===== config.mk =====
export PLATFORM = sky130hd
export DESIGN_NAME = wb_stage_flat
export DESIGN_NICKNAME = d
export VERILOG_FILES = /design/src/rtl/wb_stage_if.sv /design/src/rtl/wb_stage.sv /design/src/flat_wrapper.sv
export SDC_FILE = /design/constraint.sdc
export NUM_CORES = 1
export LEC_CHECK = 0
export ABC_AREA = 0
export CAP_MARGIN = 15
export CORE_ASPECT_RATIO = 1.75
export CORE_UTILIZATION = 46
export CTS_BUF_LIST = sky130_fd_sc_hd__clkbuf_8 sky130_fd_sc_hd__clkbuf_16
export DETAILED_ROUTE_END_ITERATION = 10
export MAX_ROUTING_LAYER = met4
export PLACE_DENSITY_LB_ADDON = 0.12
export SLEW_MARGIN = 5
export SYNTH_ARGS = -nofsm -noshare
export SYNTH_HDL_FRONTEND = slang
export SYNTH_SLANG_ARGS = --single-unit

===== constraint.sdc =====
create_clock -name clk -period 3.45 [get_ports clk]
set_clock_uncertainty 0.15 [all_clocks]
set_input_delay 1.035 -clock clk [delete_from_list [all_inputs] [get_ports clk]]
set_output_delay 1.035 -clock clk [all_outputs]
set_load 0.05 [all_outputs]

===== src/rtl/wb_stage_if.sv =====
// MEM -> WB boundary bundle: memory-stage inputs, pipeline control, and
// the write-back outputs (register-file write port, forwarding source,
// retire counter).
interface wb_stage_if #(
    parameter int RETIRE_W = 32
) ();
    logic                stall;
    logic                flush;
    logic [31:0]         IRM;
    logic [31:0]         PCM;
    logic [31:0]         ALUout;
    logic [31:0]         DMout;
    logic [31:0]         IRW;
    logic [31:0]         PCW;
    logic                RegWrite;
    logic [4:0]          WriteAddr;
    logic [31:0]         WriteData;
    logic [RETIRE_W-1:0] retire_cnt;

    // Memory-stage / pipeline-control side
    modport master (
        output stall, flush, IRM, PCM, ALUout, DMout,
        input  IRW, PCW, RegWrite, WriteAddr, WriteData, retire_cnt
    );

    // Write-back stage side
    modport slave (
        input  stall, flush, IRM, PCM, ALUout, DMout,
        output IRW, PCW, RegWrite, WriteAddr, WriteData, retire_cnt
    );
endinterface


===== src/rtl/wb_stage.sv =====
// MIPS write-back stage: MEM/WB pipeline register, sub-word load
// extraction, register-file write port and retired-instruction counter.
module wb_stage #(
    parameter int RETIRE_W = 32
) (
    input  logic       clk,
    input  logic       reset,
    wb_stage_if.slave  bus
);

    localparam logic [5:0] OP_RTYPE = 6'b000000;
    localparam logic [5:0] OP_JAL   = 6'b000011;
    localparam logic [5:0] OP_ORI   = 6'b001101;
    localparam logic [5:0] OP_LUI   = 6'b001111;
    localparam logic [5:0] OP_LB    = 6'b100000;
    localparam logic [5:0] OP_LH    = 6'b100001;
    localparam logic [5:0] OP_LW    = 6'b100011;
    localparam logic [5:0] OP_LBU   = 6'b100100;
    localparam logic [5:0] OP_LHU   = 6'b100101;
    localparam logic [5:0] FN_ADDU  = 6'b100001;
    localparam logic [5:0] FN_SUBU  = 6'b100011;

    logic [31:0]         ir_p0;
    logic [31:0]         pc_p0;
    logic [31:0]         aow_p0;
    logic [31:0]         drw_p0;
    logic [RETIRE_W-1:0] retire_q;

    logic [5:0]  op;
    logic [5:0]  func;
    logic [4:0]  rt;
    logic [4:0]  rd;
    logic [31:0] byte_sh;
    logic [7:0]  ld_byte;
    logic [15:0] ld_half;
    logic        dec_we;
    logic [4:0]  dec_addr;
    logic [31:0] dec_data;
    logic        wr_en;

    // Byte extension for lb (signed) / lbu (unsigned)
    function automatic logic [31:0] ext_byte(input logic [7:0] b, input logic sgn);
        logic signed [7:0]  sb;
        logic signed [31:0] sw;
        sb = b;
        sw = 32'(sb);
        return sgn ? 32'(sw) : {24'b0, b};
    endfunction

    // Halfword extension for lh (signed) / lhu (unsigned)
    function automatic logic [31:0] ext_half(input logic [15:0] h, input logic sgn);
        logic signed [15:0] sh;
        logic signed [31:0] sw;
        sh = h;
        sw = 32'(sh);
        return sgn ? 32'(sw) : {16'b0, h};
    endfunction

    // ---- MEM/WB register: reset > flush (bubble) > stall (hold) > load
    always_ff @(posedge clk) begin
        if (reset || bus.flush) begin
            ir_p0  <= '0;
            pc_p0  <= '0;
            aow_p0 <= '0;
            drw_p0 <= '0;
        end else if (!bus.stall) begin
            ir_p0  <= bus.IRM;
            pc_p0  <= bus.PCM;
            aow_p0 <= bus.ALUout;
            drw_p0 <= bus.DMout;
        end
    end

    // Count non-bubble instructions entering write-back; wraps naturally
    always_ff @(posedge clk) begin
        if (reset) begin
            retire_q <= '0;
        end else if (!bus.flush && !bus.stall && (bus.IRM != 32'd0)) begin
            retire_q <= retire_q + 1'b1;
        end
    end

    // ---- WB decode: destination and write value from the held instruction
    assign op      = ir_p0[31:26];
    assign func    = ir_p0[5:0];
    assign rt      = ir_p0[20:16];
    assign rd      = ir_p0[15:11];
    assign byte_sh = drw_p0 >> {aow_p0[1:0], 3'b000};
    assign ld_byte = byte_sh[7:0];
    // Misaligned halfword: bit 0 of the address is deliberately ignored
    assign ld_half = aow_p0[1] ? drw_p0[31:16] : drw_p0[15:0];

    // Decode which register is written and with what
    always_comb begin
        dec_we   = 1'b0;
        dec_addr = 5'd0;
        dec_data = 32'd0;
        case (op)
            OP_RTYPE: begin
                if (func == FN_ADDU || func == FN_SUBU) begin
                    dec_we   = 1'b1;
                    dec_addr = rd;
                    dec_data = aow_p0;
                end
            end
            OP_ORI, OP_LUI: begin
                dec_we   = 1'b1;
                dec_addr = rt;
                dec_data = aow_p0;
            end
            OP_LW: begin
                dec_we   = 1'b1;
                dec_addr = rt;
                dec_data = drw_p0;
            end
            OP_LB, OP_LBU: begin
                dec_we   = 1'b1;
                dec_addr = rt;
                dec_data = ext_byte(ld_byte, op == OP_LB);
            end
            OP_LH, OP_LHU: begin
                dec_we   = 1'b1;
                dec_addr = rt;
                dec_data = ext_half(ld_half, op == OP_LH);
            end
            OP_JAL: begin
                dec_we   = 1'b1;
                dec_addr = 5'd31;
                dec_data = pc_p0 + 32'd8;
            end
            default: begin
                dec_we   = 1'b0;
            end
        endcase
    end

    // Writes to $0 are dropped and the write port then reads all zero
    assign wr_en          = dec_we && (dec_addr != 5'd0);
    assign bus.RegWrite   = wr_en;
    assign bus.WriteAddr  = wr_en ? dec_addr : 5'd0;
    assign bus.WriteData  = wr_en ? dec_data : 32'd0;
    assign bus.IRW        = ir_p0;
    assign bus.PCW        = pc_p0;
    assign bus.retire_cnt = retire_q;

`ifndef SYNTHESIS
    // Trace every register-file write
    always_ff @(posedge clk) begin
        if (bus.RegWrite) begin
            $display("@%h: $%d <= %h", bus.PCW, bus.WriteAddr, bus.WriteData);
        end
    end
`endif

endmodule


===== src/flat_wrapper.sv =====
// flat-port wrapper written by rule: the top's interface ports become plain ports
module wb_stage_flat 
#(
    parameter int RETIRE_W = 32
)
  (clk, reset, bus_stall, bus_flush, bus_IRM, bus_PCM, bus_ALUout, bus_DMout, bus_IRW, bus_PCW, bus_RegWrite, bus_WriteAddr, bus_WriteData, bus_retire_cnt);
  wb_stage_if #(.RETIRE_W(RETIRE_W)) bus_i ();
  input  logic clk;
  input  logic reset;
  input wire logic [$bits(bus_i.stall)-1:0] bus_stall;
  input wire logic [$bits(bus_i.flush)-1:0] bus_flush;
  input wire logic [$bits(bus_i.IRM)-1:0] bus_IRM;
  input wire logic [$bits(bus_i.PCM)-1:0] bus_PCM;
  input wire logic [$bits(bus_i.ALUout)-1:0] bus_ALUout;
  input wire logic [$bits(bus_i.DMout)-1:0] bus_DMout;
  output wire logic [$bits(bus_i.IRW)-1:0] bus_IRW;
  output wire logic [$bits(bus_i.PCW)-1:0] bus_PCW;
  output wire logic [$bits(bus_i.RegWrite)-1:0] bus_RegWrite;
  output wire logic [$bits(bus_i.WriteAddr)-1:0] bus_WriteAddr;
  output wire logic [$bits(bus_i.WriteData)-1:0] bus_WriteData;
  output wire logic [$bits(bus_i.retire_cnt)-1:0] bus_retire_cnt;
  assign bus_i.stall = bus_stall;
  assign bus_i.flush = bus_flush;
  assign bus_i.IRM = bus_IRM;
  assign bus_i.PCM = bus_PCM;
  assign bus_i.ALUout = bus_ALUout;
  assign bus_i.DMout = bus_DMout;
  assign bus_IRW = bus_i.IRW;
  assign bus_PCW = bus_i.PCW;
  assign bus_RegWrite = bus_i.RegWrite;
  assign bus_WriteAddr = bus_i.WriteAddr;
  assign bus_WriteData = bus_i.WriteData;
  assign bus_retire_cnt = bus_i.retire_cnt;
  wb_stage #(.RETIRE_W(RETIRE_W)) u_core (.clk(clk), .reset(reset), .bus(bus_i));
endmodule

* Word-level counts from Yosys, hierarchy flattened
Cells that the tools add are included.
** Storage, ports and cells
- Flip-flop bits (word level) :: 160
- Input bits :: 132
- Output and inout port bits :: 134
- Logic and storage cells :: 44
** Operators by class
- Add/sub/neg operators :: 2
- Equal/unequal tests :: 10
- Shift operators :: 1
- Multiplexer cells :: 11
- Reduce and logical (&&, ||, !) cells :: 15
** Operator list (number)
- case mux 32 bit (6 select lines) :: 1
- 2-to-1 mux 32 bit :: 4
- equality test 6 bit, second input constant :: 7
- adder 32 x 1 -> 32 bit, second input constant :: 1
- adder 32 x 4 -> 32 bit, second input constant :: 1
- nonzero test 32 bit :: 1
- right shift 32 x 5 -> 8 bit :: 1
- 2-to-1 mux 16 bit :: 1
- case mux 5 bit (3 select lines) :: 1
- equality test 6 x 4 -> 1 bit, second input constant :: 2
- 2-to-1 mux 5 bit :: 2
- OR reduction 8 bit :: 1
- OR reduction 7 bit :: 1
- equality test 6 x 2 -> 1 bit, second input constant :: 1
- zero test 6 bit :: 1
- OR reduction 2 bit :: 3
- nonzero test 5 bit :: 1
- logical AND 1 bit :: 3
- zero test 1 bit :: 2
- logical OR 1 bit :: 2
- case mux 1 bit (2 select lines) :: 1
- 2-to-1 mux 1 bit :: 1

* Longest topological paths before layout
Gate-level depths: netlist (run 1).
- Depth after elaboration :: 7
- Gate-level depth with buffers :: 8
- Mapped depth without buffers :: 6

* Worst setup path after synthesis (run 1)
Ideal clock, no wire load.
- Path kind :: register -> output
- Start :: register u_core.pc_p0[3], in the netlist u_core.bus.PCW[3]
- End :: output bus_WriteData[31]
- Arrival time :: 2887 ps
- Required time :: 2265 ps
- Slack :: -622 ps
- Stages on the path, launching flop included :: 9
- Buffers on the path :: 2
- Path through :: dfxtp_1 ha_1 nand4_1 or4_1 buf_2 buf_6 nor4_4 o21ai_1 a31oi_1
** On the way
- Cells in the longest elaborated chain, start to end :: 3
** RTL lines
- start: declaration :: line wb_stage.sv:24 : logic [31:0] pc_p0;
- start signal: assignment :: line wb_stage.sv:68 : pc_p0 <= bus.PCM;
- adder 32 x 4 -> 32 bit :: line wb_stage.sv:129 : dec_data = pc_p0 + 32'd8;
- case mux 32 bit (6 select lines) :: line wb_stage.sv:98 : case (op)
- 2-to-1 mux 32 bit :: line wb_stage.sv:141 : assign bus.WriteData = wr_en ? dec_data : 32'd0;
- end: declaration :: line flat_wrapper.sv:20 : output wire logic [$bits(bus_i.WriteData)-1:0] bus_WriteData;
Every way passes these cells.

* Final worst setup path (run 1)
- Start :: register u_core.pc_p0[3], in the netlist u_core.bus.PCW[3]
- End :: output bus_WriteData[27]
The elaborated chain is that of the path after synthesis.

==> impl_results.md, run 1 <==
* NumNets Final at 1296
* Die X at between 100 and 150 um
* Leading cell types in the layout, fill and taps excluded: 226 x clkdlybuf4s50_1, 148 x nor2_1, 137 x dfxtp_1
* Vias in the first global route at just over 8000
* CORE AREA at 0.0165 mm2
* Total CTS buffers at 17
* CP max FO at 7
* Port Buffers at 265
* Mapped cell area at 0.00780 mm2
* Final Hold Vio Count at 0
* Max-slew violation count at 0
* Flop pwr share at between 40 and 50%
* Synth warnings at 0
* Worst EP required at around 2.3 ns
* Iter 0 DRT Violations at 528
* P_int at between 3 and 4 mW
* Max Clk Rate at 276 MHz
* First-pass GRT wire length at around 43000 um
* Clock sinks at 160
* Global Route Usage Sum at roughly 33%
* Cells after synthesis at 873
* CTS Hold Bufs at 0
* Fillers at 1163
* Final worst slack at -0.179 ns
* Total congestion overflow at 0
* Area delta synth->final at 62.7%
* Antenna-violating nets left at 0
* Pin count of the biggest net entering global routing at 129
* Hold/Removal Path Class: reg2reg
* Number of max-cap violations at 0
* Crit start category: flip-flop
* Crit path kind: reg2out
* WL per Instance at approximately 20 um
* Total design power at 4.33 mW
* Clk Latency, worst-skew pair at approximately 0.43 ns
* Syn nets at 1007
* Worst-case clock buffer depth at 2
* Worst EP arrival at between 2 and 2.5 ns
* Die Ht at 174 um
* Switching power at about 1.2 mW
* LEAKAGE at around 4.6 nW
* H-tree depth reported by CTS at 4
* Outcome: finished, violations left
* Avg Cell Area, Syn at 8.93 um2
* Clk slew on worst S/H paths at approximately 0.060 ns
* Sequential element share of the synthesized area at roughly two fifths
* Critical Path End Type: output pin
* Root Buffer: clkbuf_16
* Yosys reg bits at 160
* Pwr per Cell Area at 341 mW/mm2
* Post-synth cell types at 60
* Failing checks: negative setup slack
* Final setup viols at 33
* Initial antenna violation count at 1
* Sw Share at about 27%
* Period minus WS final at 3.63 ns
* Total die area at ~0.017 mm2
* Power share of the combinational group at between 10% and 20%
* Main synth FF type: dfxtp_1
* Post-synthesis async set-or-reset flop share at 0%
* RSZ-0062 raised after global routing: yes
* Pre-Repair DR Iteration Count at 8
* Most common cell after layout, fill and taps aside: clkdlybuf4s50_1
* Final GP Congestion at around 0.89
* Clock share of power at ~41%
* Share of cells above drive strength 1 at 20.2%
* Detailed Place HPWL at ~20000 um
* DRC violations left at 0
* Initial Utilization at ~47%
* Vias at between 8000 and 9000
* Num ports at 266
* Area after DPL at approximately 0.012 mm2
* Slew @ Worst Pin at about 1.0 ns
* Rows at 62
* Final wirelength at roughly 28000 um
* Vias per cell at between 5 and 6
* CTS tree: built
* Final core utilization at approximately three quarters
* Worst hold margin at roughly 0.33 ns
* Relative slew margins at between 30% and 40%
* Final period util at 105%
* Peak supply drop at 0.248 mV
* EDFF count, synth at 0
* Final Cell Area at 0.0127 mm2
==> state kept, by name, summed over array words and instances, names as in the netlist <==
name and flops:
u_core.bus.PCW 32, u_core.aow_p0 32, u_core.drw_p0 32, u_core.bus.IRW 32, u_core.bus.retire_cnt 32
==> metrics by stage <==
step | cells | setup TNS, ns | setup WS, ns
after floorplan | 873 | -1.11 | -0.125
after global placement | 1354 | -0.0297 | -0.0297
after detailed placement | 1354 | -0.100 | -0.100
after CTS | 1402 | -3.77 | -0.185
after global routing | 1400 | -5.05 | -0.221
final | 1400 | -3.01 | -0.179
==> cells by family after synthesis <==
group	after synthesis	synth area share [%]
buffers and inverters	69	3.77
AOI/OAI and AO/OA	172	14.8
adders and majority gates	2	0.321
DFF	160	41.1
muxes	138	18.0
and+or+nand+nor	312	19.8
xor gates and xnor gates	20	2.25
==> power groups by stage <==
stage | Clock (mW) | Sequential (mW) | Combinational [mW]
2_1_floorplan | 0 | 2.07 | 0.207
3_3_place_gp | 0 | 1.99 | 0.575
3_5_place_dp | 0 | 1.99 | 0.580
4_1_cts | 1.79 | 1.95 | 0.605
5_1_grt | 1.88 | 1.95 | 0.639
6_report | 1.78 | 1.95 | 0.605
==> area by class of cell <==
cell class	count	area [um2]	area share (%)
antenna	1	2.50	0.0197
inverter	9	38.8	0.306
clock inverter	14	109	0.858
sequential	160	3240	25.5
timing repair buffer	330	3640	28.7
tap	224	280	2.21
clock buffer	18	439	3.46
multi-input combinational	644	4940	38.9
==> critical path: stages, from the launching register on <==
cell,delay [ns]
dfxtp_2,0.35
ha_4,0.14
nand4_1,0.12
or4_4,0.48
buf_8,0.17
o31a_4,0.35
o21ai_4,0.14
a31oi_4,0.10
buf_12,0.16
==> metal layers <==
metal	track usage (%)	wire length, um	vias up
met5	-	0	-
met4	18.4	1520	0
met3	6.51	1730	80
met2	60.3	15500	345
met1	31.2	9390	3907
li1	-	-	3814
==> worst paths after layout <==
path / from / to / slack, ns / cells after the start
worst max-delay path: u_core.bus.PCW[3] / bus_WriteData[27] / -0.18 / 8
worst min-delay path: u_core.bus.retire_cnt[31] / u_core.bus.retire_cnt[31] / 0.33 / 2
worst max register to register: u_core.bus.retire_cnt[2] / u_core.bus.retire_cnt[31] / 1.23 / 5
worst min register to register: u_core.bus.retire_cnt[31] / u_core.bus.retire_cnt[31] / 0.33 / 2
==> cell usage after synthesis, types with 13 or more instances <==
cell | number | area share, %
dfxtp_1 | 160 | 41
nor2_1 | 149 | 7.2
mux2i_1 | 131 | 17
a21oi_1 | 40 | 2.6
o21ai_0 | 32 | 2.1
nand2_1 | 30 | 1.4
clkbuf_1 | 27 | 1.3
a22oi_1 | 23 | 2.2
a31oi_1 | 20 | 1.6
nand3_1 | 20 | 1.3
nor4_1 | 20 | 1.6
or3_1 | 18 | 1.4
nand4_1 | 17 | 1.4
buf_1 | 14 | 0.67
buf_2 | 13 | 0.83
==> what timing repair did <==
action | CTS | global route
buffers inserted | 11 | 2
gates cloned | 5 | 0
resized for setup | 78 | 18
pin swaps | 15 | 3
setup endpoints to repair | 33 | 33
Power figures use the tool's default switching activity.
==> run 2, diff against run 1 <==
CORE_MARGIN = 3   (was unset)
==> run 2 against run 1 <==
Compared with the run above: the flow still finishes with violations (negative setup slack); combinational power rose by 3%; sequential power barely moved; count of clock-buffer cells in the layout down 1; fmax hardly changed; sequential cell count stayed put.
==> impl_results.md, run 2 (same netlist as run 1, synthesis figures left out) <==
* H-tree depth reported by CTS at 4
* Pwr per Cell Area at between 300 and 400 mW/mm2
* Period minus WS final at 3.63 ns
* Final setup viols at 33
* Hold/Removal Path Class: reg2reg
* Global Route Usage Sum at between 30% and 40%
* Die Ht at approximately 180 um
* First-pass GRT wire length at around 45000 um
* Area after DPL at around 0.012 mm2
* Antenna-violating nets left at 0
* Initial Utilization at a little under half
* DRC violations left at 0
* Delay-heaviest family, CP: simple AND/OR/NAND/NOR gates
* Max-slew violation count at 0
* Clk Latency, worst-skew pair at roughly 0.42 ns
* Num ports at approximately 270
* Switching power at approximately 1.2 mW
* Dpl ws at roughly 0.071 ns
* Worst r2r path cells at 6
* Final Cell Area at about 0.013 mm2
* Critical Path End Type: output pin
* Max Clk Rate at approximately 280 MHz
* Die X at 104 um
* Placed insts at approximately 1400
* Vias per cell at 5.82
* Total die area at 0.0186 mm2
* Worst path cell trace: ha_4 > nand4_1 > or4_4 > buf_12 > o31a_2 > o21ai_2 > a31oi_4 > buf_6
* Pre-Repair DR Iteration Count at 5
* Leading cell types in the layout, fill and taps excluded: 226 x clkdlybuf4s50_1, 148 x nor2_1, 136 x dfxtp_1
* Pin count of the biggest net entering global routing at roughly 130
* Clock sinks at 160
* TNS Setup at -3.95 ns
* Power share of the combinational group at between 10% and 20%
* Area delta synth->final at 65.8%
* Peak supply drop at approximately 0.32 mV
* Detailed Place HPWL at approximately 21000 um
* Worst EP required at ~2.3 ns
* CP peak stage delay at between 0.4 and 0.5 ns
* Worst hold margin at 0.342 ns
* Initial antenna violation count at 4
* Layout Cells excl Fill at roughly 1400
* Register Area at between 0.003 and 0.004 mm2
* Final worst slack at -0.180 ns
* Slew @ Worst Pin at around 1 ns
* Vias in the first global route at 8223
* Fillers at between 1000 and 1500
* RSZ-0062 raised after global routing: yes
* Crit start category: flip-flop
* Final core utilization at 78.2%
* Crit path kind: reg2out
* Number of max-cap violations at 0
* Multi-input logic area at 0.00486 mm2
* Vias at a little over 8000
* Relative slew margins at 33.2%
* CTS tree: built
* Final GP Congestion at between 0.9 and 1
* Most common cell after layout, fill and taps aside: clkdlybuf4s50_1
* CORE AREA at 0.0165 mm2
* Sw Share at between 20 and 30%
* LEAKAGE at roughly 4.8 nW
* Critical path depth at 8
* CP max FO at 14
* Total design power at 4.41 mW
* Final period util at 105%
* Worst path bufs/invs at 2
* Flop pwr share at approximately 44%
* P_int at between 3 and 4 mW
* Clk slew on worst S/H paths at 0.06 ns
* Worst EP arrival at 2.44 ns
* Hold depth at 2
* NumNets Final at ~1300
* Iter 0 DRT Violations at between 400 and 500
* WL per Instance at roughly 21 um
* Total congestion overflow at 0
* CP max stage cell: or4_4
* Final Hold Vio Count at 0
* Outcome: finished, violations left
* Total CTS buffers at 17
* Failing checks: negative setup slack
* Rows at between 60 and 70
* Worst-case clock buffer depth at 2
* Root Buffer: clkbuf_16
* Share of cells above drive strength 1 at a little over a fifth
* Port Buffers at ~270
* Final wirelength at 29400 um
* Clock share of power at roughly two fifths
==> run 2: changes by cell type in the layout (fill, tap and decap cells not counted), sizes merged <==
cell,delta
clkinvlp,-1
bufbuf,+1
diode,+3
buf,+21
bufinv,+1
inv,-1
clkinv,+2
==> run 2: tightest hold or removal path, cell delays in order (launching register included) <==
cell     delay [ns]
dfxtp_1        0.32
o31ai_1        0.07
a21oi_1        0.05
==> run 2: final timing paths <==
path                                  start  slack [ns]                         to
setup / recovery          u_core.bus.PCW[3]       -0.18          bus_WriteData[31]
hold / removal    u_core.bus.retire_cnt[31]        0.34  u_core.bus.retire_cnt[31]
setup reg to reg   u_core.bus.retire_cnt[2]        1.21  u_core.bus.retire_cnt[31]
hold reg to reg   u_core.bus.retire_cnt[31]        0.34  u_core.bus.retire_cnt[31]
==> run 2: power by group through the flow <==
stage / clock, mW / combinational [mW] / sequential, mW
after detailed placement: 0 / 0.588 / 1.99
final: 1.84 / 0.624 / 1.95
after CTS: 1.86 / 0.614 / 1.94
after global placement: 0 / 0.583 / 1.98
after global routing: 1.93 / 0.662 / 1.95
after floorplan: 0 / 0.207 / 2.07
==> run 2: area by class of cell <==
cell class | count | area share, %
clock inverters | 15 | 1.09
flip-flops and latches | 160 | 25.0
multi-input cells | 644 | 37.6
diodes | 4 | 0.0774
repair buffers | 353 | 30.4
well taps | 224 | 2.17
clock buffers | 17 | 3.29
inverters | 9 | 0.281
==> run 2: routing by layer <==
layer,part of all wire (%),GRT usage (%),up-vias
met4,4.9,17.8,0
li1,-,-,3865
met2,55,58.0,329
met1,34,30.6,4031
met5,0,-,-
met3,5.6,5.51,78
==> run 2: what timing repair did <==
item / CTS / global route
endpoints found under the setup margin: 33 / 33
hold buffers: 0 / 0
setup buffers: 19 / 5
pin swaps: 11 / 5
resized for setup: 63 / 23
cloned: 4 / 1
==> edit: new RTL, settings of run 2 <==
`RETIRE_W` is set to 32 in 3 places; all go to 28.
--- a/src/rtl/wb_stage_if.sv
+++ b/src/rtl/wb_stage_if.sv
@@ -4,3 +4,3 @@
 interface wb_stage_if #(
-    parameter int RETIRE_W = 32
+    parameter int RETIRE_W = 28
 ) ();
--- a/src/rtl/wb_stage.sv
+++ b/src/rtl/wb_stage.sv
@@ -3,3 +3,3 @@
 module wb_stage #(
-    parameter int RETIRE_W = 32
+    parameter int RETIRE_W = 28
 ) (
--- a/src/flat_wrapper.sv
+++ b/src/flat_wrapper.sv
@@ -3,3 +3,3 @@
 #(
-    parameter int RETIRE_W = 32
+    parameter int RETIRE_W = 28
 )
Interface: changed (resized bus_retire_cnt); port bits go from 266 to 262. The function was not compared with the original's and may differ.
==> edit against run 2 <==
The flow still finishes with violations (setup timing); power is 0.55% lower; maximum frequency is 0.58% higher; sequential power is 3% lower; final area is 0.79% higher; area after synthesis is 1.3% lower; cell count is 2.8% lower; sequential cell count is 4 lower; critical path depth is 2 lower; routed wire length is 1.3% lower; sequential share of layout area is 0.58 points lower; worst setup slack better by 0.021 ns.
==> edit: results (changes against run 2) <==
layout filler cell count 1075 (was 1110); Layout clock area frac 4.51% (was 4.38%); hpwl dp 19000 um (was 20800 um); via count of the routed design 7991 (was 8303); CP max stage cell or4b_4 (was or4_4); crit path to bus_WriteData[4] (was bus_WriteData[31]); initial detailed-routing violation count 365 (was 434); initial antenna violation count 3 (was 4); FF-to-FF End u_core.bus.retire_cnt[26] (was u_core.bus.retire_cnt[31]); GRT Util Overall 29.3% (was 31.3%); failing checks setup timing (unchanged); Flop pwr share 43.4% (was 44.1%); Post-Place Cell Area 11400 sq um (was 11600 sq um); launch point of the worst path u_core.bus.IRW[29] (was u_core.bus.PCW[3]); clock buffers 19 (was 17); post-synthesis sequential area ratio 40.6% (was 41.1%); Setup Slack @ Placement 0.118 ns (was 0.0714 ns); fin util 79.2% (was 78.2%); total leakage power 4.82 nW (was 4.77 nW); maximum vdd drop 274 uV (was 317 uV); setup ws final -0.159 ns (was -0.180 ns); Inst Count DP 1313 (was 1362); power in sequential cells 1.90 mW (was 1.95 mW); Synth area leaders dfxtp_1, mux2i_1, nor2_1 (unchanged); count of multi-input gates 619 (was 644); Slowest Stage Delay on Critical Path 0.60 ns (was 0.46 ns); register area 3190 sq um (was 3240 sq um); status finished, violations left (unchanged); Slew HR 35.7% (was 33.2%); Setup violations, final 18 (was 33); Setup TNS -1.05 ns (was -3.95 ns)
[edit: cell families (layout without fill, tap and decap cells)]
logic type,after synthesis,after routing,share of synthesized area (%)
AND/OR/NAND/NOR,295,296,18.7
AO/OA/AOI/OAI,156,156,14.8
flip-flops,156,156,40.6
multiplexers,135,135,17.7
buffers and inverters,75,384,4.49
XOR/XNOR,30,30,3.42
adder cells (fa/ha/maj),2,2,0.325
other,0,3,0
[edit: what timing repair did]
action | in CTS | in global routing
pin swaps | 22 | 33
setup buffers | 14 | 19
resized for setup | 82 | 71
cloned | 1 | 5
endpoints found under the setup margin | 33 | 32
[edit: per-layer routing]
layer  up-vias  track usage [%]  wire, um
li1       3727                -         -
met1      3814             30.8     10400
met2       355             53.4     15500
met3        95             5.66      1630
met4         0             12.9      1490
met5         -                -         0
[edit: worst min-delay path, delay by kind of cell, from the launching register on]
kind	cells	cell delay (ns)
flip-flops	1	0.33
multiplexers	1	0.07
AND/OR/NAND/NOR	1	0.07
